<file path="config.mk">
export PLATFORM = sky130hd
export DESIGN_NAME = serial_adder_ctrl
export DESIGN_NICKNAME = d
export VERILOG_FILES = /design/src/rtl/serial_adder_ctrl_pkg.sv /design/src/rtl/serial_adder_ctrl_fa_cell.sv /design/src/rtl/serial_adder_ctrl.sv
export SDC_FILE = /design/constraint.sdc
export NUM_CORES = 1
export LEC_CHECK = 0
export ABC_AREA = 1
export BUFFER_PORTS_ARGS = -buffer_cell sky130_fd_sc_hd__buf_4
export CAP_MARGIN = 40
export CORE_MARGIN = 4
export CORE_UTILIZATION = 54
export DETAILED_ROUTE_END_ITERATION = 6
export PLACE_DENSITY = 0.81
export SKIP_LAST_GASP = 1
export SLEW_MARGIN = 20
export SYNTH_ARGS = -nofsm -noshare
export SYNTH_HDL_FRONTEND = slang
export SYNTH_HIERARCHICAL = 1
export SYNTH_SLANG_ARGS = --single-unit
</file>
<file path="constraint.sdc">
create_clock -name clk -period 1.6 [get_ports clk]
set_input_delay 0.24 -clock clk [delete_from_list [all_inputs] [get_ports clk]]
set_output_delay 0.24 -clock clk [all_outputs]
set_load 0.02 [all_outputs]
</file>
<file path="src/rtl/serial_adder_ctrl_pkg.sv">
// Shared types and constants for the bit-serial adder controller.
// Optional macro SERIAL_ADD_OVF_EN (see serial_adder_ctrl.sv) adds a signed-overflow output.
package serial_adder_ctrl_pkg;

    localparam int DEFAULT_WIDTH = 8;

    typedef enum logic [1:0] {
        ST_IDLE = 2'd0,
        ST_RUN  = 2'd1,
        ST_DONE = 2'd2
    } state_t;

endpackage

</file>
<file path="src/rtl/serial_adder_ctrl_fa_cell.sv">
// Purely combinational 1-bit full adder stepped by serial_adder_ctrl.
module fa_cell (
    input  logic a,
    input  logic b,
    input  logic ci,
    output logic s,
    output logic co
);

    assign s  = a ^ b ^ ci;
    assign co = (a & b) | (ci & (a ^ b));

endmodule

</file>
<file path="src/rtl/serial_adder_ctrl.sv">
// Bit-serial WIDTH-bit adder: one bit per clock through a single fa_cell, LSB first.
// Define SERIAL_ADD_OVF_EN to add the registered two's-complement overflow output ovf.
module serial_adder_ctrl
    import serial_adder_ctrl_pkg::*;
#(
    parameter int WIDTH = DEFAULT_WIDTH
) (
    input  logic             clk,
    input  logic             rst_n,
    input  logic             start,
    input  logic [WIDTH-1:0] a_in,
    input  logic [WIDTH-1:0] b_in,
    input  logic             ci_in,
    output logic             busy,
    output logic             done,
    output logic [WIDTH-1:0] sum,
    output logic             co_out
`ifdef SERIAL_ADD_OVF_EN
    ,
    output logic             ovf
`endif
);

    localparam int CNT_W = (WIDTH > 1) ? $clog2(WIDTH) : 1;
    localparam logic [CNT_W-1:0] CNT_LAST = CNT_W'(WIDTH - 1);

    state_t             state_q, state_d;
    logic [WIDTH-1:0]   a_sr_q, a_sr_d;
    logic [WIDTH-1:0]   b_sr_q, b_sr_d;
    // Only WIDTH-1 partial bits are stored; the final bit goes straight into sum.
    logic [WIDTH-2:0]   s_sr_q, s_sr_d;
    logic               carry_q, carry_d;
    logic [CNT_W-1:0]   cnt_q, cnt_d;
    logic [WIDTH-1:0]   sum_q, sum_d;
    logic               co_q, co_d;
`ifdef SERIAL_ADD_OVF_EN
    logic               ovf_q, ovf_d;
`endif

    logic               fa_s, fa_co;
    logic               last_bit;
    logic [WIDTH-1:0]   sum_shift;

    fa_cell u_fa (
        .a  (a_sr_q[0]),
        .b  (b_sr_q[0]),
        .ci (carry_q),
        .s  (fa_s),
        .co (fa_co)
    );

    assign last_bit  = (state_q == ST_RUN) && (cnt_q == CNT_LAST);
    assign sum_shift = {fa_s, s_sr_q};

    always_ff @(posedge clk or negedge rst_n) begin
        if (!rst_n) begin
            state_q <= ST_IDLE;
            a_sr_q  <= '0;
            b_sr_q  <= '0;
            s_sr_q  <= '0;
            carry_q <= 1'b0;
            cnt_q   <= '0;
            sum_q   <= '0;
            co_q    <= 1'b0;
`ifdef SERIAL_ADD_OVF_EN
            ovf_q   <= 1'b0;
`endif
        end else begin
            state_q <= state_d;
            a_sr_q  <= a_sr_d;
            b_sr_q  <= b_sr_d;
            s_sr_q  <= s_sr_d;
            carry_q <= carry_d;
            cnt_q   <= cnt_d;
            sum_q   <= sum_d;
            co_q    <= co_d;
`ifdef SERIAL_ADD_OVF_EN
            ovf_q   <= ovf_d;
`endif
        end
    end

    always_comb begin
        state_d = state_q;
        case (state_q)
            ST_IDLE: if (start)    state_d = ST_RUN;
            ST_RUN:  if (last_bit) state_d = ST_DONE;
            ST_DONE:               state_d = ST_IDLE;
            default:               state_d = ST_IDLE;
        endcase
    end

    always_comb begin
        a_sr_d  = a_sr_q;
        b_sr_d  = b_sr_q;
        s_sr_d  = s_sr_q;
        carry_d = carry_q;
        cnt_d   = cnt_q;
        sum_d   = sum_q;
        co_d    = co_q;
`ifdef SERIAL_ADD_OVF_EN
        ovf_d   = ovf_q;
`endif
        if (state_q == ST_IDLE && start) begin
            a_sr_d  = a_in;
            b_sr_d  = b_in;
            carry_d = ci_in;
            cnt_d   = '0;
        end else if (state_q == ST_RUN) begin
            a_sr_d  = a_sr_q >> 1;
            b_sr_d  = b_sr_q >> 1;
            s_sr_d  = sum_shift[WIDTH-1:1];
            carry_d = fa_co;
            cnt_d   = cnt_q + CNT_W'(1);
            // Results are published only here, so partial sums never reach sum.
            if (last_bit) begin
                sum_d = sum_shift;
                co_d  = fa_co;
`ifdef SERIAL_ADD_OVF_EN
                ovf_d = carry_q ^ fa_co;
`endif
            end
        end
    end

    always_comb begin
        busy = (state_q == ST_RUN) || (state_q == ST_DONE);
        done = (state_q == ST_DONE);
    end

    assign sum    = sum_q;
    assign co_out = co_q;
`ifdef SERIAL_ADD_OVF_EN
    assign ovf    = ovf_q;
`endif

endmodule

</file>
# Yosys cells after proc, flatten, opt, wreduce, memory -nomap -nowiden
# Index checks and enable logic that the tools add are counted.
# totals
out_inout_bits	11
register_bits	38
# op_classes
reduce_logical	8
add_sub_neg	1
bitwise_logic	6
mux	11
eq_ne	5
# ops
cell	n
two-way mux 8 bit	4
two-way mux 3 bit	2
two-way mux 2 bit	2
!= test 2 bit, second input constant	2
case mux 2 bit (2 select lines)	1
AND reduction 2 bit	2
adder 3 x 1 -> 3 bit, second input constant	1
== test 3 bit, second input constant	1
AND reduction 3 bit	1
AND 1 bit	2
== test 2 x 1 -> 1 bit, second input constant	1
== test 2 bit, second input constant	1
logical AND 1 bit	2
logical NOT 2 bit	1
two-way mux 1 bit	2
nonzero test 2 bit	1
XOR 1 bit	2
logical OR 1 bit	1
NOT 1 bit	1
bitwise OR 1 bit	1

# Depth between registers and ports, before layout
# depth
word_depth	5
ltp_mapped	8
mapped_depth_nobuf	7

# By module
# Netlist, hierarchy kept.
# modules_own_cells
mod	area_each_um2	n_inst	cells_per_inst
serial_adder_ctrl	1744.2	1	197
fa_cell	20.0	1	1

# Least setup slack after synthesis
# OpenSTA, ideal clock, no wires.
# synth_path
path_type	register -> register
from	register state_q[0]
to	register a_sr_q[0]
setup_ns	0.124
path_buffers	2
required_ns	1.476
stages_incl_launch_ff	8
t_arrival_ns	1.091
setup_slack_ns	0.385
synth_period_minus_slack_ns	1.215
cell_sequence	dfrtp_1 -> inv_1 -> ha_1 -> nand2_2 -> buf_6 -> buf_6 -> nand3_1 -> nand3_1
# synth_between
elab_chain_cells	3
# synth_rtl
item	line	source
start, declared	serial_adder_ctrl.sv:27	state_t state_q, state_d;
start signal, assigned	serial_adder_ctrl.sv:69	state_q <= state_d;
logical NOT 2 bit	serial_adder_ctrl.sv:104	if (state_q == ST_IDLE && start) begin
logical AND 1 bit	serial_adder_ctrl.sv:104	
two-way mux 8 bit / nonzero test 2 bit (equally long branches)	-	
end signal, assigned	serial_adder_ctrl.sv:70	a_sr_q <= a_sr_d;
end, declared	serial_adder_ctrl.sv:28	logic [WIDTH-1:0] a_sr_q, a_sr_d;
# Several ways; a longest one is shown, not always the timed one.
# A chain may end at the register's enable or synchronous reset.

# Final worst setup path
# layout_path
from	register state_q[0]
to	output busy
# layout_between
elab_chain_cells	2
# layout_rtl
item	line	source
== test 2 x 1 -> 1 bit / == test 2 bit (equally long branches)	serial_adder_ctrl.sv:127	busy = (state_q == ST_RUN) || (state_q == ST_DONE);
logical OR 1 bit *	serial_adder_ctrl.sv:127	
end, declared	serial_adder_ctrl.sv:14	output logic busy,
# Mark *: on every way between the ends. The rest lies on a longest branch, timed or not.

==> out/metrics.yaml <==
min_path:
  min_path_type: "in2reg"
setup_path:
  critPathRequiredTime_ns: 1.36
  worstPathMaxFanout: 3
  start_kind: "flip-flop"
  r2r_slack_ns: 0.22
  cp_cell_sequence: "inv_1, ha_1, buf_4"
  crit-reg2reg-launch: "state_q[1]"
  setup.worst_path.start: "state_q[0]"
  timing.setup.critical_path_class: "reg2out"
  critPathCapture: "busy"
  cpMaxStageDelayCell: "sky130_fd_sc_hd__dfrtp_1"
  crit-reg2reg-capture: "b_sr_q[5]"
  r2r.worst_path.cells: 5
  max_stage_delay_ns: 0.39
  arrival_ns: 1.26
  worst_setup_path_end_kind: "primary output"
yosys:
  synth-main-ff-cell: "sky130_fd_sc_hd__dfrtp_1"
  ys_ff_latch: 38
  synth_enable_flop_cells: 0
  synthMostInstantiatedCell: "sky130_fd_sc_hd__nand2_1"
  postSynthNetCount: 225
  syn-instance-count: 198
  synth.yosys.seq_area_share: 0.539
  netlist.top_cell.by_area: "sky130_fd_sc_hd__dfrtp_1"
  syn-mean-instance-area_sq_um: 8.91
  async_reset_ff_frac: 1.00
  synth_cell_type_count: 14
  synth_warnings: 6
  cell_types_occupying_the_most_area_after_synthesis: "sky130_fd_sc_hd__dfrtp_1 (54%), sky130_fd_sc_hd__nand3_1 (18%), sky130_fd_sc_hd__nand2_1 (14%), sky130_fd_sc_hd__ha_1 (4.3%), sky130_fd_sc_hd__buf_6 (2.6%)"
  synth_top_cells_by_count: "sky130_fd_sc_hd__nand2_1 (68), sky130_fd_sc_hd__nand3_1 (63), sky130_fd_sc_hd__dfrtp_1 (38)"
  post_synth_instance_area_sq_um: 1760
  post-synth-top-area-fraction: 0.539
grt:
  grt_max_degree: 39
  antenna_found_initial: 0
  grt_overflow: 0
  grt_usage: 0.183
  first_pass_grt_wire_length_um: 5950
  grt_pass1_vias: 1373
layout:
  ant_diodes: 0
  design.final.nets: 257
  drive_above_1_share: 0.212
  layout-area-overhead-vs-synth_pct: 19.9
  fillCellCount: 251
  layout.core_utilization: 0.687
  finish.cell_count_without_fillers: 275
detailed_routing:
  wl_met2_um: 1640
  wire_per_inst_um: 12.0
  vias: 1413
  drt_first_iter_violations: 78
  routed_wl_um: 3310
  avgViaCountPerCell: 5.14
  detail_route.first_pass.iterations: 4
  wirelength_met1_um: 1440
  route.top_layer_used: "met4"
  met3_length_um: 165
  ant_nets: 0
  route.detailed.drc: 0
floorplan:
  total_die_area_sq_um: 4250
  die_height_um: 65.2
  fp.coreArea_sq_um: 3080
  rows: 20
  die_x_um: 65.2
  boundaryPins: 31
  initial_core_util: 0.573
timing:
  setup_total_negative_slack_ns: 0
  timing.final.max_slew_violations: 0
  period_needed_ns: 1.50
  tightestPinTransition_ns: 0.458
  max_clock_freq_mhz: 668
  worst_slew_margin_rel: 0.695
  clock-skew-final_ns: 0.00658
  timing.final.crit_share: 0.936
  final-setup-viol-count: 0
  unrepaired_setup_endpoints_after_global_routing: "no"
  hold_violation_total_from_the_final_report: 0
clocking:
  cts_num_sinks: 38
  cts-root-to-sink-buffers: 2
  clkSlewWorstSetupHoldPaths_ns: 0.11
  h_tree_level_count: 2
  cts_resized: 0
  postCtsSetupRepairBufs: 0
  tritoncts: "yes"
  tritoncts.num_buffers: 5
  cts.hold.buffers_added: 1
  clk-insertion-delay-late_ns: 0.35
  cts.root.buffer_cell: "sky130_fd_sc_hd__clkbuf_4"
place:
  buffer_ports.inserted: 30
  dp.cells: 266
  gp_congestion: 0.774
  place.detailed.hpwl_um: 2320
pwr:
  vdd_drop_max_v: 0.00116
  power_per_cell_area_nw_per_um2: 1690
  power.static_leakage_uw: 0.00115
run_status:
  outcome: "finished, final reports clean"
run:
  max_cap_violations: 0
logic make-up after synthesis:
kind of cell               Yosys count  synth area share
adders and majority gates            7            0.0539
AOI/OAI and AO/OA                    1           0.00283
DFF                                 38             0.539
and+or+nand+nor                    134             0.337
buffers and inverters               18            0.0674
through the flow:
| stage | setup WS (ns) | hold slack (ns) | power, uW | cell area [sq um] |
|---|---|---|---|---|
| after global routing | 0.0171 | 0.0905 | 3880 | 2120 |
| after floorplan | 0.385 | -0.0556 | 2480 | 1760 |
| after global placement | 0.265 | 0.229 | 2710 | 1990 |
| final | 0.103 | 0.0848 | 3580 | 2120 |
| after detailed placement | 0.233 | 0.227 | 2770 | 1990 |
| after CTS | 0.0754 | 0.0733 | 3620 | 2120 |
worst min-delay path by stage:
stage / endpoint / cells after the start / slack, ns / start
2_1_floorplan: a_sr_q[0] / 0 / -0.06 / rst_n
3_3_place_gp: state_q[0] / 1 / 0.23 / rst_n
3_5_place_dp: state_q[1] / 1 / 0.23 / rst_n
4_1_cts: a_sr_q[7] / 3 / 0.07 / a_in[7]
5_1_grt: a_sr_q[7] / 3 / 0.09 / a_in[7]
6_report: a_sr_q[7] / 3 / 0.08 / a_in[7]
routing by layer:
metal  vias to the layer above  GRT usage
met5                         -          0
met4                         0     0.0984
met3                         7     0.0444
met2                        29      0.303
met1                       664      0.221
li1                        713          -
sequential cells by signal (all words and copies together) (netlist names):
| name | count |
|---|---|
| cnt_q | 3 |
| sum | 8 |
| co_out | 1 |
| s_sr_q | 7 |
| carry_q | 1 |
| b_sr_q | 8 |
| state_q | 2 |
| a_sr_q | 8 |
critical path, delay by kind of cell (launching register included):
family | cells | cell delay (ns)
fa+ha+maj | 1 | 0.29
buf+inv | 2 | 0.24
flops | 1 | 0.39
cells in the final DEF, fill, tap and decap left out:
cell / Yosys / final
sky130_fd_sc_hd__buf_4: 3 / 35
sky130_fd_sc_hd__bufinv_16: 0 / 2
sky130_fd_sc_hd__clkbuf_4: 0 / 5
sky130_fd_sc_hd__clkbuf_8: 0 / 1
sky130_fd_sc_hd__clkinv_4: 1 / 1
sky130_fd_sc_hd__dfrtp_1: 38 / 38
sky130_fd_sc_hd__dlygate4sd3_1: 0 / 1
sky130_fd_sc_hd__fa_1: 1 / 1
sky130_fd_sc_hd__ha_1: 6 / 6
sky130_fd_sc_hd__inv_1: 4 / 4
sky130_fd_sc_hd__inv_2: 2 / 2
sky130_fd_sc_hd__nand2_1: 68 / 68
sky130_fd_sc_hd__nand2_2: 2 / 2
sky130_fd_sc_hd__nand2_4: 1 / 1
sky130_fd_sc_hd__nand3_1: 63 / 63
sky130_fd_sc_hd__o21ai_0: 1 / 1
report_power, final:
group	switching, uW	leakage [uW]	internal, uW	total (uW)
registers	211	0.000496	1300	1510
logic	757	0.000591	470	1230
clock network	320	0.0000585	529	849
layout make-up:
| cell class | instances | area [sq um] | area share |
|---|---|---|---|
| Sequential cell | 38 | 951 | 0.449 |
| Multi-Input combinational cell | 142 | 694 | 0.328 |
| Timing Repair Buffer | 36 | 273 | 0.129 |
| Clock inverter | 2 | 60.1 | 0.0284 |
| Tap cell | 44 | 55.1 | 0.0260 |
| Clock buffer | 6 | 51.3 | 0.0242 |
| Inverter | 7 | 31.3 | 0.0148 |
Power figures use the tool's default switching activity.
